$ cat src/rtl/serial_sub_pkg.sv
// Shared definitions for the bit-serial subtractor: FSM encoding and default width.
package serial_sub_pkg;

    localparam int WIDTH_DEF = 8;

    typedef enum logic [1:0] {
        IDLE  = 2'd0,
        SHIFT = 2'd1,
        DONE  = 2'd2
    } state_t;

endpackage

$ cat src/rtl/fullsubtractor1.sv
// One-bit full subtractor: x - y - bi, producing difference d and borrow-out bo.
module fullsubtractor1 (
    input  logic x,
    input  logic y,
    input  logic bi,
    output logic d,
    output logic bo
);

    assign d  = x ^ y ^ bi;
    assign bo = (~x & y) | (~(x ^ y) & bi);

endmodule

$ cat src/rtl/serial_subtractor.sv
// Bit-serial subtractor: computes a - b - bin LSB first, one bit per clock,
// reporting the difference, unsigned borrow-out and signed overflow.
module serial_subtractor
    import serial_sub_pkg::*;
#(
    parameter int WIDTH = WIDTH_DEF
) (
    input  logic             clk,
    input  logic             rst,
    input  logic             start,
    input  logic [WIDTH-1:0] a,
    input  logic [WIDTH-1:0] b,
    input  logic             bin,
    output logic             busy,
    output logic             done,
    output logic [WIDTH-1:0] d,
    output logic             bout,
    output logic             ovf
);

    localparam int CW = (WIDTH > 1) ? $clog2(WIDTH) : 1;

    state_t           state, next_state;
    logic [WIDTH-1:0] a_sr, b_sr;
    logic [CW-1:0]    cnt;
    logic             borrow;
    logic             d_bit, bo_bit;
    logic             last;

    assign last = (cnt == CW'(WIDTH - 1));

    fullsubtractor1 u_fs (
        .x  (a_sr[0]),
        .y  (b_sr[0]),
        .bi (borrow),
        .d  (d_bit),
        .bo (bo_bit)
    );

    always_ff @(posedge clk or posedge rst) begin
        if (rst) state <= IDLE;
        else     state <= next_state;
    end

    always_comb begin
        next_state = state;
        case (state)
            IDLE:    if (start) next_state = SHIFT;
            SHIFT:   if (last)  next_state = DONE;
            DONE:    next_state = IDLE;
            default: next_state = IDLE;
        endcase
    end

    always_comb begin
        busy = (state == SHIFT) || (state == DONE);
        done = (state == DONE);
    end

    // Counter saturates on the last bit so it never wraps within an operation.
    always_ff @(posedge clk or posedge rst) begin
        if (rst) begin
            a_sr   <= '0;
            b_sr   <= '0;
            borrow <= 1'b0;
            cnt    <= '0;
            d      <= '0;
            bout   <= 1'b0;
            ovf    <= 1'b0;
        end else begin
            case (state)
                IDLE: if (start) begin
                    a_sr   <= a;
                    b_sr   <= b;
                    borrow <= bin;
                    cnt    <= '0;
                    d      <= '0;
                    bout   <= 1'b0;
                    ovf    <= 1'b0;
                end
                SHIFT: begin
                    a_sr   <= a_sr >> 1;
                    b_sr   <= b_sr >> 1;
                    borrow <= bo_bit;
                    d      <= {d_bit, d[WIDTH-1:1]};
                    cnt    <= last ? cnt : cnt + CW'(1);
                    if (last) begin
                        // borrow here is the borrow into the MSB
                        bout <= bo_bit;
                        ovf  <= borrow ^ bo_bit;
                    end
                end
                default: ;
            endcase
        end
    end

endmodule

$ cat config.mk
export PLATFORM = sky130hd
export DESIGN_NAME = serial_subtractor
export DESIGN_NICKNAME = d
export VERILOG_FILES = /design/src/rtl/serial_sub_pkg.sv /design/src/rtl/fullsubtractor1.sv /design/src/rtl/serial_subtractor.sv
export SDC_FILE = /design/constraint.sdc
export NUM_CORES = 1
export LEC_CHECK = 0
export BUFFER_PORTS_ARGS = -buffer_cell sky130_fd_sc_hd__buf_2
export CORE_MARGIN = 10
export CORE_UTILIZATION = 35
export CTS_BUF_LIST = sky130_fd_sc_hd__clkbuf_8
export CTS_CLUSTER_DIAMETER = 50
export DETAILED_ROUTE_END_ITERATION = 10
export PLACE_DENSITY_LB_ADDON = 0.08
export SETUP_SLACK_MARGIN = 0.15
export SYNTH_ARGS = -nofsm -noshare
export SYNTH_HDL_FRONTEND = slang
export SYNTH_HIERARCHICAL = 1
export SYNTH_SLANG_ARGS = --single-unit
$ cat constraint.sdc
create_clock -name clk -period 2 [get_ports clk]
set_input_delay 0.2 -clock clk [delete_from_list [all_inputs] [get_ports clk]]
set_output_delay 0.2 -clock clk [all_outputs]
set_load 0.05 [all_outputs]
# Word-level counts from Yosys, hierarchy flattened
# Cells that the tools add are included.
# word_totals
register_bits	32
latchBits	0
ramBits	0
mem_bits_ro	0
inputBits	20
output_inout_bits	12
word_cells	49
mem_count	0
# op_classes
addsub	1
multipliers	0
n_div	0
n_lt_le_gt_ge	0
n_eq_ne	6
shift	0
muxes	19
bitwise_logic	8
n_reduce_logical	7
# op_table
op	count
one-hot mux 8 bit (2 select lines)	3
two-way mux 8 bit	3
two-way mux 3 bit	2
!= test 2 bit (second input constant)	3
one-hot mux 1 bit (2 select lines)	3
one-hot mux 3 bit (2 select lines)	1
AND reduction 3 bit	2
two-way mux 1 bit	4
two-way mux 2 bit	2
one-hot mux 2 bit (2 select lines)	1
AND reduction 2 bit	2
adder 3 x 1 -> 3 bit (second input constant)	1
== test 3 bit (second input constant)	1
bitwise XOR 1 bit	3
bitwise AND 1 bit	2
== test 2 x 1 -> 1 bit (second input constant)	1
== test 2 bit (second input constant)	1
logical NOT 2 bit	1
inverter 1 bit	2
nonzero test 2 bit	1
logical OR 1 bit	1
OR 1 bit	1

# Longest topological paths before layout
# Gate-level depths: netlist of the first run.
# depth
word_depth	7
mapped_depth	7
ltp_nobuf	6

# Modules after synthesis
# Netlist of the first run, hierarchy kept.
# modules_own_cells
mod	n_inst	cells_each	area_each_um2	seq_area_each_um2
serial_subtractor	1	155	1706.6	800.8
fullsubtractor1	1	4	31.3	0.0

# Worst setup path before layout of the first run
# Ideal clock, no wire load.
# synth_timing
path_kind	register to register
from	reg state[0]
to	reg d[2]
setup_time_ns	0.074
arrival_ns	1.427
required_ns	1.926
path_slack_ns	0.499
stages_incl_launch_ff	7
n_path_buf	1
synth_period_minus_slack_ns	1.501
cell_sequence	dfrtp_1 inv_1 ha_1 mux2i_4 buf_6 nand2_1 o21ai_2
# synth_between
elab_chain_len	3
word_cells_on_any_way	6
cone_classes	eq/ne: 2; mux: 1; reduce/logical: 3
# synth_lines
element	line_no	rtl
from (decl)	serial_subtractor.sv:23	state_t state, next_state;
from (signal assigned)	serial_subtractor.sv:42	else state <= next_state;
== test 2 x 1 -> 1 bit or logical NOT 2 bit (tied branches)	serial_subtractor.sv:71	case (state)
nonzero test 2 bit (no line) or != test 2 bit (tied branches)	--	
AND reduction 2 bit (no line)	--	
to (signal assigned)	serial_subtractor.sv:85	d <= {d_bit, d[WIDTH-1:1]};
to (decl)	serial_subtractor.sv:16	output logic [WIDTH-1:0] d,
# Several ways; a longest one is shown, not always the timed one.
# A chain may end at the register's enable or synchronous reset.

# Final worst setup path of the first run
# layout_timing
from	reg state[0]
to	reg cnt[2]
# layout_between
elab_chain_len	3
word_cells_on_any_way	7
cone_classes	eq/ne: 3; mux: 1; reduce/logical: 3
# layout_lines
element	line_no	rtl
== test 2 x 1 -> 1 bit or logical NOT 2 bit (tied branches)	serial_subtractor.sv:71	
!= test 2 bit (no line) or nonzero test 2 bit (tied branches)	--	
AND reduction 3 bit (no line)	--	
to (signal assigned)	serial_subtractor.sv:86	cnt <= last ? cnt : cnt + CW'(1);
to (decl)	serial_subtractor.sv:25	logic [CW-1:0] cnt;
# Several ways; a longest one is shown, not always the timed one.

==> qor.csv, run 1 <==
stage,metric,value,unit
timing,final worst slack,364.3,ps
yosys,Synth Net Count,188,
setup_path,critical path required time,2220,ps
flow_run,max_cap viols,0,
yosys,Synth Register Bits,32,
timing,total negative slack,0,ps
clock_network,number of buffers created by CTS,5,
detailed_routing,DR vias,1177,
floorplanning,I/O Pins,32,
global_route,initial antenna violation count,0,
yosys,mean post-synth cell area,10.93,sq um
floorplanning,number of core rows,25,
global_route,first-pass GRT wire length,5.878,mm
placed_design,pre-CTS setup slack,347.0,ps
placed_design,placed cell area,1929,sq um
layout,share of cells above drive strength 1,0.3750,
outcome,outcome,finished with violations,
clock_network,Clock transition at path regs,70,ps
setup_path,Critical Path Max Stage Delay,420,ps
yosys,sequential area share after synthesis,0.4608,
placed_design,PortBufs,31,
power,Leakage,0.001009,uW
floorplanning,DIE AREA,8184,sq um
detailed_routing,DR WL met3,204,um
detailed_routing,met1 wire length,1.506,mm
detailed_routing,total wire length,3.318,mm
setup_path,startpoint type of the worst setup path,flop,
placed_design,GP Congestion,0.7197,
timing,Tmin final,1636,ps
detailed_routing,met2 routed WL,1.570,mm
clock_network,Max clock buf depth,2,
setup_path,worst reg2reg setup slack,360,ps
timing,Tcrit/Tclk final,0.8178,
placed_design,dpl hpwl,2.419,mm
setup_path,"Max FO, Critical Path",53,
global_route,grt total ovfl,0,
global_route,vias in the first global route,1274,
setup_path,CP max stage cell,dfrtp_1,
clock_network,clock root buffer,clkbuf_8,
global_route,GRT Util Overall,0.08582,
floorplanning,core footprint,4755,sq um
setup_path,CP Cell Sequence,"inv_1, ha_1, mux2i_4, buf_12, a22o_1",
yosys,Mapped Cells,159,
floorplanning,width of the die,90.47,um
detailed_routing,drt drc,0,
timing,Setup-failing EPs final,0,
timing,Hold Fails Final Rpt,12,
clock_network,hold buffer count at CTS,0,
setup_path,CP endpoint kind,flop,
clock_network,"Clk Latency, worst-skew pair",280,ps
detailed_routing,Iter 0 DRT Violations,63,
layout,most frequent cells in the layout,"nand2_1 (38), dfrtp_1 (32), buf_2 (31), o21ai_2 (25), mux2i_1 (16)",
detailed_routing,DR vias/cell,4.544,
clock_network,TritonCTS clock tree,yes,
clock_network,Resized cells post-CTS,0,
setup_path,WS Path Type,flop to flop,
global_route,largest net degree at the start of global routing,54,
clock_network,Post-CTS Setup Bufs,0,
layout,design area,2037,sq um
detailed_routing,post-DR wirelength/cell,12.81,um
detailed_routing,Final ANT Viol Nets,0,
floorplanning,Initial Utilization,0.3655,
setup_path,"Data arrival, critical path",1850,ps
power,VDD IR-drop max,0.6904,mV
yosys,Synth Warn #,6,
detailed_routing,DR pass1 iterations,4,
placed_design,# placed instances,251,
outcome,failing checks,hold timing,
timing,WHS,-6.556,ps
floorplanning,die height,90.47,um
yosys,Mapped Area,1738,sq um
power,power density over cell area,1691,nW/um^2
timing,Layout Skew,6.476,ps
timing,Fmax,611.4,MHz
yosys,Synth cell types,22,
layout,Area Growth Syn to Fin,17.21,%
layout,fin cells,259,
layout,"leading cell type in the layout, fill and taps excluded",nand2_1,
hold_path,hold crit path type,input pin to asynchronous set/reset pin,
timing,Max Transition Viols Final,0,
timing,Worst Max-Slew Pin Slew,414.0,ps
timing,Slew HR,0.7240,
clock_network,# H-tree levels,2,
clock_network,CTS Sinks,32,
timing,RSZ-0062 raised after global routing,false,
layout,Post-layout nets,220,
detailed_routing,Highest Signal Layer,met4,
layout,Inserted Diodes,0,
-- through the flow --
step / total power [uW] / utilization
floorplan: 2644 / -
global placement: 2840 / 0.4058
detailed placement: 2904 / 0.4058
CTS: 3518 / 0.4284
global route: 3744 / 0.4284
finish: 3445 / 0.4284
-- critical path, delay by kind of cell, from the launching register on --
kind / cells / cell delay, ps
AOI/OAI and AO/OA: 1 / 190
adders and majority gates: 1 / 260
buffers and inverters: 2 / 420
DFF: 1 / 420
muxes: 1 / 280
-- sequential cells by signal, indices dropped and copies added, names as in the netlist --
name    cells
cnt         3
bout        1
a_sr        8
state       2
d           8
ovf         1
b_sr        8
borrow      1
-- path summary, 6_finish.rpt --
kind | to | startpoint | depth (start not counted)
min in group clk | a_sr[7] | a[7] | 3
worst max register to register | cnt[2] | state[0] | 5
worst max-delay path | cnt[2] | state[0] | 5
worst min-delay path | d[6] | rst | 3
max in group asynchronous | state[0] | rst | 3
worst min register to register | d[0] | d[0] | 2
-- synthesized netlist by cell type --
master / count / area share
nand2_1: 38 / 0.082
mux2i_1: 16 / 0.092
a21oi_2: 1 / 0.0050
o21ai_0: 5 / 0.014
o21ai_2: 25 / 0.13
nor2b_4: 1 / 0.0079
o21a_1: 1 / 0.0043
or2_2: 1 / 0.0036
mux2_4: 1 / 0.0086
buf_2: 3 / 0.0086
o31ai_1: 2 / 0.0086
mux2i_4: 1 / 0.013
buf_4: 1 / 0.0043
fa_1: 1 / 0.012
buf_6: 6 / 0.039
a22o_1: 3 / 0.015
o21ai_1: 1 / 0.0029
ha_1: 8 / 0.058
nand2b_1: 4 / 0.014
inv_1: 7 / 0.015
dfrtp_1: 32 / 0.46
xor2_1: 1 / 0.0050
-- area by class of cell --
cell class / count / area (sq um)
Fill cell: 486 / 2718
Clock inverter: 3 / 38.79
Clock buffer: 5 / 68.82
Multi-Input combinational cell: 110 / 820.8
Inverter: 7 / 26.28
Timing Repair Buffer: 35 / 197.7
Sequential cell: 32 / 800.8
Tap cell: 67 / 83.83
-- metal layers --
metal  GRT usage  up-vias
li1            -      603
met1     0.09517      547
met2      0.1418       22
met3     0.03741        5
met4     0.03183        0
met5           0        -
-- logic make-up after synthesis --
group / after synthesis / share of synthesized area
muxes: 18 / 0.1137
buffers and inverters: 17 / 0.06695
and+or+nand+nor: 44 / 0.1080
adders and majority gates: 9 / 0.06912
AOI/OAI and AO/OA: 38 / 0.1764
xor gates and xnor gates: 1 / 0.005041
DFF: 32 / 0.4608
-- power breakdown --
group	internal [uW]	leakage [uW]	switching [uW]
combinational	688	0.000537	1090
sequential	905	0.000413	156
clock	364	0.0000593	240
Note: power is estimated with default switching activity, not from simulation.
==> run 2: changes to the inputs <==
==> constraint.sdc (replaced) <==
create_clock -name clk -period 1.33 [get_ports clk]
set_input_delay 0.133 -clock clk [delete_from_list [all_inputs] [get_ports clk]]
set_output_delay 0.133 -clock clk [all_outputs]
set_load 0.05 [all_outputs]
==> run 2 against run 1 <==
  * The run ends with setup timing left
  * Fmax increased by 9.4%
  * Routed wire length grew 26%
  * Combinational power increased by 130%
  * Design area is 22% higher
  * Final cell count is 9.7% higher
  * Critical path type unchanged
==> qor.csv, run 2 (same netlist as run 1, synthesis figures left out) <==
stage,metric,value,unit,change
clock_network,Max clock buf depth,2,,unchanged
clock_network,TritonCTS clock tree,yes,,
clock_network,CTS Sinks,32,,unchanged
hold_path,hold endpoint,a_sr[7],,
hold_path,hold crit path type,input pin to flop,,
detailed_routing,DR vias/cell,4.613,,+1.5%
clock_network,# H-tree levels,2,,unchanged
layout,most frequent cells in the layout,"dfrtp_1 (31), buf_2 (29), nand2_1 (27), o21ai_2 (26), buf_4 (17)",,
detailed_routing,total wire length,4.167,mm,+26%
setup_path,Critical Path Max Stage Delay,430,ps,about the same
detailed_routing,drt drc,0,,unchanged
layout,Inserted Diodes,0,,unchanged
setup_path,critical path required time,1500,ps,-720 ps
layout,Post-layout nets,245,,+11%
global_route,GRT Util Overall,0.1015,,+0.01564
setup_path,worst reg2reg setup slack,-170,ps,-530 ps
global_route,largest net degree at the start of global routing,33,,-39%
timing,Fmax,668.9,MHz,+9.4%
floorplanning,number of core rows,25,,unchanged
clock_network,clock root buffer,clkbuf_8,,
setup_path,"Data arrival, critical path",1660,ps,-190 ps
timing,Tmin final,1495,ps,-140.6 ps
timing,Max Transition Viols Final,0,,unchanged
floorplanning,core footprint,4755,sq um,unchanged
timing,Hold Fails Final Rpt,0,,-12
setup_path,"Max FO, Critical Path",9,,-83%
setup_path,CP startpoint,state[0],,
outcome,outcome,finished with violations,,
timing,Slew HR,0.7144,,-0.009547
setup_path,startpoint type of the worst setup path,flop,,
placed_design,GP Congestion,0.7239,,+0.58%
timing,Worst Max-Slew Pin Slew,428.4,ps,+14.32 ps
floorplanning,I/O Pins,32,,unchanged
setup_path,CP endpoint kind,flop,,
setup_path,Reg2Reg Depth,6,,+1
power,power density over cell area,2632,nW/um^2,+56%
placed_design,PortBufs,31,,unchanged
floorplanning,width of the die,90.47,um,unchanged
placed_design,pre-CTS setup slack,-127.6,ps,-474.6 ps
layout,leading registers by flop count,"a_sr x8, b_sr x8, d x8",,
global_route,grt total ovfl,0,,unchanged
power,VDD IR-drop max,0.8874,mV,+29%
placed_design,placed cell area,2069,sq um,+7.3%
detailed_routing,Final ANT Viol Nets,0,,unchanged
setup_path,CP Buf/Inv Count,3,,+1
detailed_routing,DR pass1 iterations,2,,-2
layout,share of cells above drive strength 1,0.5714,,+0.1964
clock_network,"Clk Latency, worst-skew pair",280,ps,about the same
power,Leakage,0.001185,uW,+17%
setup_path,CP max stage cell,dfrtp_2,,
timing,Layout Skew,2.464,ps,-4.012 ps
global_route,initial antenna violation count,0,,unchanged
timing,Tcrit/Tclk final,1.124,,+0.3063
clock_network,number of buffers created by CTS,5,,unchanged
detailed_routing,post-DR wirelength/cell,14.67,um,+15%
placed_design,dpl hpwl,2.615,mm,+8.1%
detailed_routing,DR vias,1310,,+11%
layout,"leading cell type in the layout, fill and taps excluded",dfrtp_1,,
flow_run,max_cap viols,0,,unchanged
floorplanning,die height,90.47,um,unchanged
timing,Setup-failing EPs final,33,,+33
layout,Area Growth Syn to Fin,42.98,%,
global_route,first-pass GRT wire length,6.872,mm,+17%
layout,layout filler cell count,445,,-8.4%
detailed_routing,Iter 0 DRT Violations,29,,-54%
hold_path,cell count of the worst hold path,3,,
timing,final worst slack,-165.1,ps,-529.4 ps
setup_path,Reg2Reg Launch Point,state[0],,
timing,total negative slack,-4564,ps,-4564 ps
layout,design area,2485,sq um,+22%
outcome,failing checks,setup timing,,
timing,RSZ-0062 raised after global routing,true,,
global_route,vias in the first global route,1461,,+15%
setup_path,Worst R2R End,cnt[1],,
hold_path,hold_sp,a[7],,
setup_path,CP Cell Sequence,"inv_2, ha_4, mux2i_4, buf_6, buf_12, a22o_1",,
setup_path,Crit path max-delay family,flip-flops,,
clock_network,Clock transition at path regs,70,ps,about the same
setup_path,WS Path Type,flop to flop,,
floorplanning,Initial Utilization,0.3655,,unchanged
floorplanning,DIE AREA,8184,sq um,unchanged
-- run 2: layout make-up --
cell class | count | area [sq um] | area share
Clock inverter | 2 | 10.01 | 0.004028
Tap cell | 67 | 83.83 | 0.03374
Clock buffer | 6 | 82.58 | 0.03323
Sequential cell | 32 | 802.0 | 0.3228
Multi-Input combinational cell | 110 | 959.7 | 0.3862
Inverter | 7 | 26.28 | 0.01057
Timing Repair Buffer | 60 | 520.5 | 0.2095
-- run 2: layer usage --
metal  track usage  vias up  share of wire
li1              -      640              -
met5             0        -              0
met3       0.04073        6          0.043
met2        0.1743       22           0.52
met1        0.1108      642           0.42
met4       0.03316        0          0.012
-- run 2: worst min-delay path, stage by stage --
cell and delay [ps]:
buf_2 100, nand2b_1 70, o21ai_2 50
-- run 2: how the worst max path moves through the flow --
| stage | cells after the start | endpoint | slack [ps] |
|---|---|---|---|
| global route | 6 | cnt[0] | -200 |
| detailed placement | 5 | cnt[1] | -130 |
| floorplan | 6 | state[0] | -50 |
| finish | 6 | cnt[1] | -170 |
| global placement | 5 | cnt[1] | -80 |
| CTS | 6 | cnt[1] | -140 |
-- run 2: power breakdown --
| group | switching [uW] | internal (uW) | leakage (uW) |
|---|---|---|---|
| Combinational | 2100 | 2020 | 0.000722 |
| Clock | 352 | 412 | 0.0000510 |
| Sequential | 289 | 1370 | 0.000412 |
| Total | 2740 | 3800 | 0.00118 |
-- run 2: what timing repair did --
action,CTS,global route
cloned,1,3
setup endpoints to repair,34,34
pin swaps,4,5
hold buffers,1,0
endpoints found under the hold margin,32,0
buffers inserted,8,2
resized for setup,25,13
-- run 2: metrics by stage --
stage | std cells | hold slack, ps | power [uW] | utilization
final | 284 | 105.4 | 6539 | 0.5226
after global routing | 284 | 120.4 | 7012 | 0.5226
after detailed placement | 261 | 254.7 | 4783 | 0.4353
after CTS | 279 | 100.2 | 6127 | 0.4937
after floorplan | 159 | 249.2 | 4131 | -
after global placement | 261 | 241.0 | 4699 | 0.4353
